**config.mk**
```make
export PLATFORM = sky130hd
export DESIGN_NAME = deserializer_feed
export DESIGN_NICKNAME = d
export VERILOG_FILES = /design/src/rtl/deserializer_feed.sv
export SDC_FILE = /design/constraint.sdc
export NUM_CORES = 1
export LEC_CHECK = 0
export CAP_MARGIN = 40
export CORE_AREA = 4 4 64 48
export CTS_CLUSTER_DIAMETER = 40
export DETAILED_ROUTE_END_ITERATION = 16
export DIE_AREA = 0 0 68 52
export GPL_TIMING_DRIVEN = 0
export PLACE_DENSITY_LB_ADDON = 0.2
export SYNTH_ARGS = -nofsm -noshare
export SYNTH_HDL_FRONTEND = slang
export SYNTH_SLANG_ARGS = --single-unit
```
**constraint.sdc**
```tcl
create_clock -name clock_100KHZ -period 1.7 [get_ports clock_100KHZ]
set_clock_uncertainty 0.15 [all_clocks]
set_input_delay 0.34 -clock clock_100KHZ [delete_from_list [all_inputs] [get_ports clock_100KHZ]]
set_output_delay 0.34 -clock clock_100KHZ [all_outputs]
set_load 0.01 [all_outputs]
```
**src/rtl/deserializer_feed.sv**
```systemverilog
// Serial-to-byte assembler feeding a downstream queue: collects 8 bits, waits
// for queue room, then presents the byte with a data_ready/ack_in handshake.
module deserializer_feed #(
  parameter int MSB_FIRST = 1
) (
  input  logic       clock_100KHZ,
  input  logic       reset,
  input  logic       data_in,
  input  logic       write_in,
  input  logic       ack_in,
  input  logic [3:0] queue_len_in,
  output logic [7:0] data_out,
  output logic       data_ready,
  output logic       status_out,
  output logic [3:0] bit_count_out,
  output logic [1:0] o_state
);

  // Handshake: data_ready=1 means data_out is valid and is held stable; the
  // first cycle with ack_in=1 while waiting completes the transfer, and any
  // further ack_in cycles are ignored because the FSM has already left WAIT_ACK.
  typedef enum logic [1:0] {
    RECEIVE   = 2'd0,
    FULL_WAIT = 2'd1,
    SEND      = 2'd2,
    WAIT_ACK  = 2'd3
  } state_t;

  state_t     r_state;
  logic [7:0] r_shift;
  logic [3:0] r_count;
  logic [7:0] r_data;
  logic       r_ready;

  state_t     w_next_state;
  logic [7:0] w_shift_next;
  logic [3:0] w_count_next;
  logic [7:0] w_data_next;
  logic       w_ready_next;
  logic [7:0] w_shifted;
  logic       w_queue_full;

  assign w_queue_full = (queue_len_in >= 4'd8);
  assign w_shifted    = (MSB_FIRST != 0) ? {r_shift[6:0], data_in}
                                         : {data_in, r_shift[7:1]};

  always_comb begin
    w_next_state = r_state;
    w_shift_next = r_shift;
    w_count_next = r_count;
    w_data_next  = r_data;
    w_ready_next = r_ready;
    case (r_state)
      RECEIVE: begin
        if (write_in && (r_count != 4'd8)) begin
          w_shift_next = w_shifted;
          w_count_next = r_count + 4'd1;
          if (r_count == 4'd7) begin
            w_next_state = w_queue_full ? FULL_WAIT : SEND;
          end
        end
      end
      FULL_WAIT: begin
        if (!w_queue_full) begin
          w_next_state = SEND;
        end
      end
      SEND: begin
        // Queue occupancy is no longer consulted here; the queue guards itself.
        w_data_next  = r_shift;
        w_ready_next = 1'b1;
        w_next_state = WAIT_ACK;
      end
      WAIT_ACK: begin
        if (ack_in) begin
          w_ready_next = 1'b0;
          w_count_next = 4'd0;
          w_shift_next = 8'd0;
          w_next_state = RECEIVE;
        end
      end
      default: begin
        w_next_state = RECEIVE;
      end
    endcase
  end

  always_ff @(posedge clock_100KHZ) begin
    if (!reset) begin
      r_state <= RECEIVE;
      r_shift <= 8'd0;
      r_count <= 4'd0;
      r_data  <= 8'd0;
      r_ready <= 1'b0;
    end else begin
      r_state <= w_next_state;
      r_shift <= w_shift_next;
      r_count <= w_count_next;
      r_data  <= w_data_next;
      r_ready <= w_ready_next;
    end
  end

  assign data_out      = r_data;
  assign data_ready    = r_ready;
  assign status_out    = (r_state != RECEIVE);
  assign bit_count_out = r_count;
  assign o_state       = r_state;

endmodule
```
==> impl_metrics.env, run 1 <==
export IMPL_rsz0062_at_grt="true"
export IMPL_dpl_cell_area_um2=1260
export IMPL_dieArea_um2=3540
export IMPL_seq_area_frac_synth_pct=46.2
export IMPL_ant_nets=0
export IMPL_drt_iter0_markers=80
export IMPL_wire_per_inst_um=14.5
export IMPL_cts_buffers=3
export IMPL_cp_start_kind="flop"
export IMPL_gp_congestion=0.781
export IMPL_wl_met1_um=1160
export IMPL_grt_pass1_vias=863
export IMPL_diodes=0
export IMPL_relSlewSlack_pct=69.5
export IMPL_max_stage_delay_ps=400
export IMPL_mostFrequentLayoutCells="dfxtp_1, nand2_1, nor2_1"
export IMPL_clock_latency_ps=310
export IMPL_cp_required_ps=1210
export IMPL_die_h_um=52
export IMPL_drc=0
export IMPL_setup_total_negative_slack_ps=0
export IMPL_overflow=0
export IMPL_place_ws_ps=-389
export IMPL_worst_slack_ps=36.1
export IMPL_ctsHoldBuffers=0
export IMPL_cap_violations=0
export IMPL_fp_dieW_um=68
export IMPL_syn_area_per_cell_um2=9.15
export IMPL_top_layer="met4"
export IMPL_vdd_drop_max_mv=0.684
export IMPL_core_area_um2=2440
export IMPL_routed_wl_met2_um=1200
export IMPL_syn_area_um2=997
export IMPL_num_fill_cells=215
export IMPL_status="completed"
export IMPL_power_density_nw_per_um2=1170
export IMPL_finalMaxSlewViolations=0
export IMPL_period_needed_ps=1660
export IMPL_final_common_cell="dfxtp_1"
export IMPL_netlist_instances=109
export IMPL_h_tree_depth=1
export IMPL_setup_viol=0
export IMPL_crit_family="flip-flops"
export IMPL_area_growth_pct=40.3
export IMPL_synth_fp_nets=124
export IMPL_wl_um=2540
export IMPL_crit_slowest_cell="dfxtp_4"
export IMPL_hpwl_um=1690
export IMPL_ios=25
export IMPL_synth_seq_cells=23
export IMPL_clk_transition_reported_paths_ps=130
export IMPL_drt_pass1_iterations=4
export IMPL_register_area_um2=475
export IMPL_min_path_type="flop to flop"
export IMPL_ys_types=24
export IMPL_fmax_ghz=0.601
export IMPL_antenna_found_initial=0
export IMPL_vias=931
export IMPL_finalHoldViolCount=0
export IMPL_cts_buffer_depth=2
export IMPL_critical_path_max_fanout=6
export IMPL_yosys_warnings=0
export IMPL_cts_sinks=23
export IMPL_grt_pass1_wl_um=4080
export IMPL_clockRootBuffer="clkbuf_4"
export IMPL_finalCritPeriodShare_pct=97.9
export IMPL_cts_tree="yes"
export IMPL_final_area_um2=1400
export IMPL_multi_input_area_um2=553
export IMPL_vias_per_cell=5.32
export IMPL_met3_length_um=160
export IMPL_worst_pin_slew_ps=457
export IMPL_grt_max_degree=13
export IMPL_final_layout_size_suffix_gt1_share_pct=20.6
export IMPL_crit_path_end_kind="output port"
export IMPL_crit_chain="inv_2, ha_4, inv_4, buf_2"
export IMPL_p_leak_uw=0.000647
export IMPL_row_count=15
export IMPL_grt_usage_pct=15.4
export IMPL_portBuffers=21
export IMPL_worstPathArrival_ps=1170
export IMPL_fin_nets=157
export IMPL_critPathKind="flop to output port"
export IMPL_crit_buf_inv=3
export IMPL_start_util_pct=40.9
[repair_timing]
action / 4_1_cts / 5_1_grt
pin swaps: 3 / 2
setup buffers: 5 / 2
gates cloned: 1 / 0
resized for setup: 33 / 7
endpoints found under the setup margin: 25 / 17
[area by class of cell]
type / instances / share of cell area, %
timing repair buffer: 28 / 18.3
buffer: 3 / 0.894
multi-input combinational: 75 / 39.5
tap: 34 / 3.04
inverter: 8 / 2.33
clock buffer: 4 / 1.88
sequential: 23 / 34.0
[per-layer routing]
metal  up-vias  track usage [%]
met5         -                0
met4         0             2.31
met3         2             4.97
met2        31             26.7
met1       444             18.8
li1        454                -
[cells by family (layout without fill, tap and decap cells)]
family / Yosys count / after routing / synth area share, %
simple gates: 36 / 37 / 16.8
flops: 23 / 23 / 46.2
compound gates: 22 / 22 / 14.7
buf+inv: 12 / 43 / 4.77
mux: 10 / 10 / 10.0
fa+ha+maj: 6 / 6 / 7.53
[synth_stat cells, drive strengths merged]
cell / instances / area (um2)
a211oi: 3 / 22.5
o211ai: 1 / 7.51
nand2: 13 / 48.8
a211o: 1 / 8.76
nand4b: 3 / 26.3
nor3: 2 / 15.0
nand3b: 1 / 7.51
a21oi: 5 / 25.0
nand3: 1 / 5.00
clkbuf: 1 / 3.75
a222oi: 1 / 10.0
o21ai: 1 / 5.00
dfxtp: 23 / 460
mux2i: 10 / 100
ha: 6 / 75.1
nor4: 1 / 6.26
o22ai: 8 / 50.1
o32ai: 2 / 17.5
buf: 3 / 13.8
nor2b: 1 / 6.26
nor2: 14 / 52.6
inv: 8 / 30.0
[sequential cells by signal (all words and copies together), names as in the netlist]
name           flops
data_ready         1
bit_count_out      4
o_state            2
data_out           8
r_shift            8
[worst min-delay path, cell delays in order, from the launching register on]
cell     delay (ps)
dfxtp_1         340
nand2_1          50
o22ai_1          60
[per-stage QoR]
step	util, %	instances	total power (uW)	hold slack [ps]
after floorplan	-	109	1010	296
after global placement	51.5	164	1200	315
after detailed placement	51.5	164	1220	320
after CTS	55.9	173	1570	337
after global routing	57.3	175	1720	381
final	57.3	175	1630	338
[power by group]
group          internal [uW]  leakage (uW)  total [uW]  switching [uW]
registers                594      0.000190         642            48.4
logic                    340      0.000442         732             392
clock network           91.8     0.0000150         259             168
[worst paths after layout]
check	cells after the start	startpoint	slack, ps	endpoint
setup / recovery	4	o_state[0]	40	status_out
hold / removal	2	r_shift[7]	340	r_shift[7]
setup reg to reg	6	o_state[1]	80	o_state[1]
hold reg to reg	2	r_shift[7]	340	r_shift[7]
(Power assumes the default switching activity.)
==> run 2: changes to the inputs <==
--- a/config.mk
+++ b/config.mk
@@ -7,6 +7,7 @@
 export LEC_CHECK = 0
 export CAP_MARGIN = 40
 export CORE_AREA = 4 4 64 48
+export CTS_BUF_LIST = sky130_fd_sc_hd__clkbuf_16
 export CTS_CLUSTER_DIAMETER = 40
 export DETAILED_ROUTE_END_ITERATION = 16
 export DIE_AREA = 0 0 68 52
==> impl_metrics.env, run 2 (synthesis gave the netlist of run 1 again) <==
export IMPL_status="completed"
export IMPL_vias_per_cell=5.40
export IMPL_drt_iter0_markers=60
export IMPL_min_path_type="flop to flop"
export IMPL_drc=0
export IMPL_finalHoldViolCount=0
export IMPL_cts_sinks=23
export IMPL_crit_slowest_cell="dfxtp_4"
export IMPL_final_area_um2=1440
export IMPL_num_fill_cells=205
export IMPL_ctsHoldBuffers=0
export IMPL_fin_nets=154
export IMPL_p_leak_uw=0.000584
export IMPL_final_common_cell="dfxtp_1"
export IMPL_dieArea_um2=3540
export IMPL_critical_path_max_fanout=5
export IMPL_worstPathArrival_ps=1180
export IMPL_die_h_um=52
export IMPL_vias=928
export IMPL_multi_input_area_um2=536
export IMPL_gp_congestion=0.781
export IMPL_worst_pin_slew_ps=465
export IMPL_hpwl_um=1690
export IMPL_cts_buffer_depth=2
export IMPL_critPathKind="flop to output port"
export IMPL_setup_viol=0
export IMPL_h_tree_depth=1
export IMPL_fp_dieW_um=68
export IMPL_grt_max_degree=13
export IMPL_grt_usage_pct=15.6
export IMPL_cp_start_kind="flop"
export IMPL_antenna_found_initial=0
export IMPL_cts_tree="yes"
export IMPL_finalCritPeriodShare_pct=98.3
export IMPL_hold_depth=2
export IMPL_ant_nets=0
export IMPL_mostFrequentLayoutCells="dfxtp_1, clkdlybuf4s50_1, nand2_1"
export IMPL_cp_required_ps=1210
export IMPL_final_layout_size_suffix_gt1_share_pct=18.8
export IMPL_core_area_um2=2440
export IMPL_clock_latency_ps=250
export IMPL_crit_chain="inv_2, ha_4, inv_6, clkdlybuf4s15_2"
export IMPL_wire_per_inst_um=15.1
export IMPL_worstRegToRegCells=5
export IMPL_diodes=0
export IMPL_grt_pass1_vias=869
export IMPL_period_needed_ps=1670
export IMPL_fmax_ghz=0.598
export IMPL_start_util_pct=40.9
export IMPL_row_count=15
export IMPL_finalMaxSlewViolations=0
export IMPL_area_growth_pct=43.9
export IMPL_grt_pass1_wl_um=4070
export IMPL_portBuffers=21
export IMPL_cap_violations=0
export IMPL_crit_path_end_kind="output port"
export IMPL_holdWs_ps=326
export IMPL_clk_transition_reported_paths_ps=60
export IMPL_power_density_nw_per_um2=1320
export IMPL_overflow=0
export IMPL_relSlewSlack_pct=69.0
export IMPL_drt_pass1_iterations=4
export IMPL_max_stage_delay_ps=370
export IMPL_wl_um=2600
export IMPL_vdd_drop_max_mv=0.569
export IMPL_ios=25
export IMPL_dpl_cell_area_um2=1260
export IMPL_register_area_um2=473
export IMPL_cts_buffers=3
export IMPL_clockRootBuffer="clkbuf_16"
-- run 2: changes by cell type in the layout (fill, tap and decap cells not counted), moves of 2 or more --
cell,before,now
clkbuf_4,3,0
clkdlybuf4s50_1,4,15
buf_4,7,5
clkbuf_16,0,3
dlygate4sd2_1,11,1
ha_2,0,2
-- run 2: path summary, 6_finish.rpt --
kind,from,endpoint,slack (ps)
setup reg to reg,o_state[0],bit_count_out[1],60
hold reg to reg,r_shift[7],r_shift[7],330
hold / removal,r_shift[7],r_shift[7],330
setup / recovery,o_state[1],status_out,30
-- run 2: cell type report --
class,count,share of cell area [%]
Buffer,3,0.872
Clock buffer,3,5.23
Clock inverter,1,0.262
Inverter,8,2.44
Multi-Input combinational cell,74,37.3
Sequential cell,23,33.0
Tap cell,34,2.96
Timing Repair Buffer,26,18.0
-- run 2: through the flow --
stage / total power, uW / setup WS (ps) / cells / util, % / setup TNS [ps]
floorplan: 1010 / 7.09 / 109 / - / 0
global route: 1980 / -16.8 / 172 / 58.8 / -16.8
detailed placement: 1220 / -389 / 164 / 51.5 / -3490
CTS: 1810 / -24.5 / 171 / 56.8 / -44.2
finish: 1900 / 29.1 / 172 / 58.8 / 0
global placement: 1200 / -362 / 164 / 51.5 / -2790
-- run 2: power by group --
part	internal, uW	leakage, uW	total [uW]	switching, uW
sequential	599	0.000189	650	50.8
clock	314	0.0000423	502	188
combinational	354	0.000352	748	394
-- run 2: what timing repair did --
| action | 4_1_cts | 5_1_grt |
|---|---|---|
| pin swaps | 2 | 2 |
| endpoints found under the hold margin | 0 | 0 |
| endpoints found under the setup margin | 17 | 15 |
| cloned | 0 | 0 |
| setup buffers | 4 | 1 |
| gates resized for setup | 12 | 16 |
-- run 2: critical path, delay by kind of cell, from the launching register on --
family | cells | cell delay [ps]
flops | 1 | 370
buf+inv | 3 | 360
fa+ha+maj | 1 | 190
-- run 2: metal layers --
metal  wire, um  GRT usage (%)  share of wire [%]  vias to the layer above
li1           -              -                  -                      443
met1       1260           18.5                 48                      450
met2       1220           27.2                 47                       31
met3        104           4.54                4.0                        4
met4         21           3.96               0.81                        0
met5          0              0                  0                        -
==> run 3: changes to the inputs <==
==> constraint.sdc (replaced) <==
create_clock -name clock_100KHZ -period 1.7 [get_ports clock_100KHZ]
set_clock_uncertainty 0.15 [all_clocks]
set_input_delay 0.51 -clock clock_100KHZ [delete_from_list [all_inputs] [get_ports clock_100KHZ]]
set_output_delay 0.51 -clock clock_100KHZ [all_outputs]
set_load 0.01 [all_outputs]
==> impl_metrics.env, run 3 (synthesis gave the netlist of run 1 again) <==
export IMPL_status="completed"
export IMPL_fin_nets=155
export IMPL_mostFrequentLayoutCells="dfxtp_1, dlygate4sd2_1, nand2_1"
export IMPL_drc=0
export IMPL_final_common_cell="dfxtp_1"
export IMPL_ant_nets=0
export IMPL_wl_um=2640
export IMPL_finalHoldViolCount=0
export IMPL_cts_buffers=3
export IMPL_overflow=0
export IMPL_vdd_drop_max_mv=0.590
export IMPL_cap_violations=0
export IMPL_start_util_pct=40.9
export IMPL_hp_start="r_shift[7]"
export IMPL_die_h_um=52
export IMPL_ctsHoldBuffers=0
export IMPL_grt_max_degree=13
export IMPL_row_count=15
export IMPL_period_needed_ps=1690
export IMPL_setup_viol=0
export IMPL_utilization_pct=58.4
export IMPL_clock_latency_ps=250
export IMPL_cts_buffer_depth=2
export IMPL_dieArea_um2=3540
export IMPL_rrSetupSlack_ps=60
export IMPL_critPathKind="flop to output port"
export IMPL_grt_pass1_wl_um=4140
export IMPL_power_density_nw_per_um2=1340
export IMPL_fmax_ghz=0.592
export IMPL_cp_required_ps=1040
export IMPL_critPathLaunch="o_state[0]"
export IMPL_gp_congestion=0.781
export IMPL_register_area_um2=472
export IMPL_clockRootBuffer="clkbuf_16"
export IMPL_reg2reg_from="bit_count_out[1]"
export IMPL_cp_start_kind="flop"
export IMPL_vias_per_cell=5.27
export IMPL_hpwl_um=1690
export IMPL_drt_pass1_iterations=5
export IMPL_grt_pass1_vias=863
export IMPL_worst_pin_slew_ps=305
export IMPL_crit_chain="inv_4, ha_4, inv_4, buf_6"
export IMPL_grt_usage_pct=15.9
export IMPL_num_fill_cells=209
export IMPL_multi_input_area_um2=548
export IMPL_max_stage_delay_ps=370
export IMPL_portBuffers=21
export IMPL_finalCritPeriodShare_pct=99.3
export IMPL_antenna_found_initial=0
export IMPL_fp_dieW_um=68
export IMPL_area_growth_pct=42.8
export IMPL_crit_family="flip-flops"
export IMPL_h_tree_depth=1
export IMPL_clk_transition_reported_paths_ps=60
export IMPL_crit_path_end_kind="output port"
export IMPL_relSlewSlack_pct=79.5
export IMPL_vias=911
export IMPL_min_path_type="flop to flop"
export IMPL_crit_top_cell="inv_4"
export IMPL_rsz0062_at_grt="true"
export IMPL_cts_tree="yes"
export IMPL_p_total_uw=1900
export IMPL_finalMaxSlewViolations=0
export IMPL_drt_iter0_markers=88
export IMPL_final_layout_size_suffix_gt1_share_pct=20.1
export IMPL_critical_path_max_fanout=5
export IMPL_crit_slowest_cell="dfxtp_4"
export IMPL_p_leak_uw=0.000619
export IMPL_ios=25
export IMPL_cts_sinks=23
export IMPL_worstPathArrival_ps=1030
export IMPL_wire_per_inst_um=15.3
export IMPL_core_area_um2=2440
export IMPL_diodes=0
export IMPL_crit_buf_inv=3
## run 3: final cells by class
class / instances / share of cell area (%)
Multi-Input combinational cell: 75 / 38.5
Clock inverter: 1 / 0.264
Sequential cell: 23 / 33.1
Tap cell: 34 / 2.99
Inverter: 8 / 2.64
Clock buffer: 3 / 5.27
Timing Repair Buffer: 26 / 16.2
Buffer: 3 / 1.05
## run 3: path summary, 6_finish.rpt
check	end	cells after the start
worst max-delay path	status_out	4
worst min register to register	r_shift[7]	2
worst min-delay path	r_shift[7]	2
worst max register to register	bit_count_out[0]	6
## run 3: tightest hold or removal path, cell delays in order, from the launching register on
cell	delay (ps)
dfxtp_1	310
nand2_1	50
o22ai_1	60
## run 3: through the flow
step	area, um2	TNS [ps]	setup slack [ps]	cells	hold slack (ps)
after floorplan	1000	0	7.09	109	296
after global placement	1260	-6820	-532	164	315
after CTS	1370	-310	-138	171	327
final	1420	0	12.1	173	327
after detailed placement	1260	-7560	-559	164	320
after global routing	1420	-103	-51.3	173	365
## run 3: where the power goes
| group | internal, uW | total (uW) | switching [uW] | leakage, uW |
|---|---|---|---|---|
| sequential | 598 | 652 | 54.3 | 0.000189 |
| clock | 314 | 502 | 188 | 0.0000423 |
| combinational | 347 | 750 | 403 | 0.000388 |
| total | 1260 | 1900 | 645 | 0.000619 |
## run 3: timing repair
item / in CTS / in global routing
cloned: 1 / 0
gates resized for setup: 29 / 17
pin swaps: 3 / 3
endpoints found under the setup margin: 29 / 15
endpoints found under the hold margin: 0 / 0
setup buffers: 3 / 2
## run 3: layer usage
layer	vias to the layer above	track usage (%)	share of wire, %
li1	448	-	-
met1	432	19.1	46
met2	29	28.0	48
met3	2	4.54	5.5
met4	0	2.97	0.34
met5	-	0	0
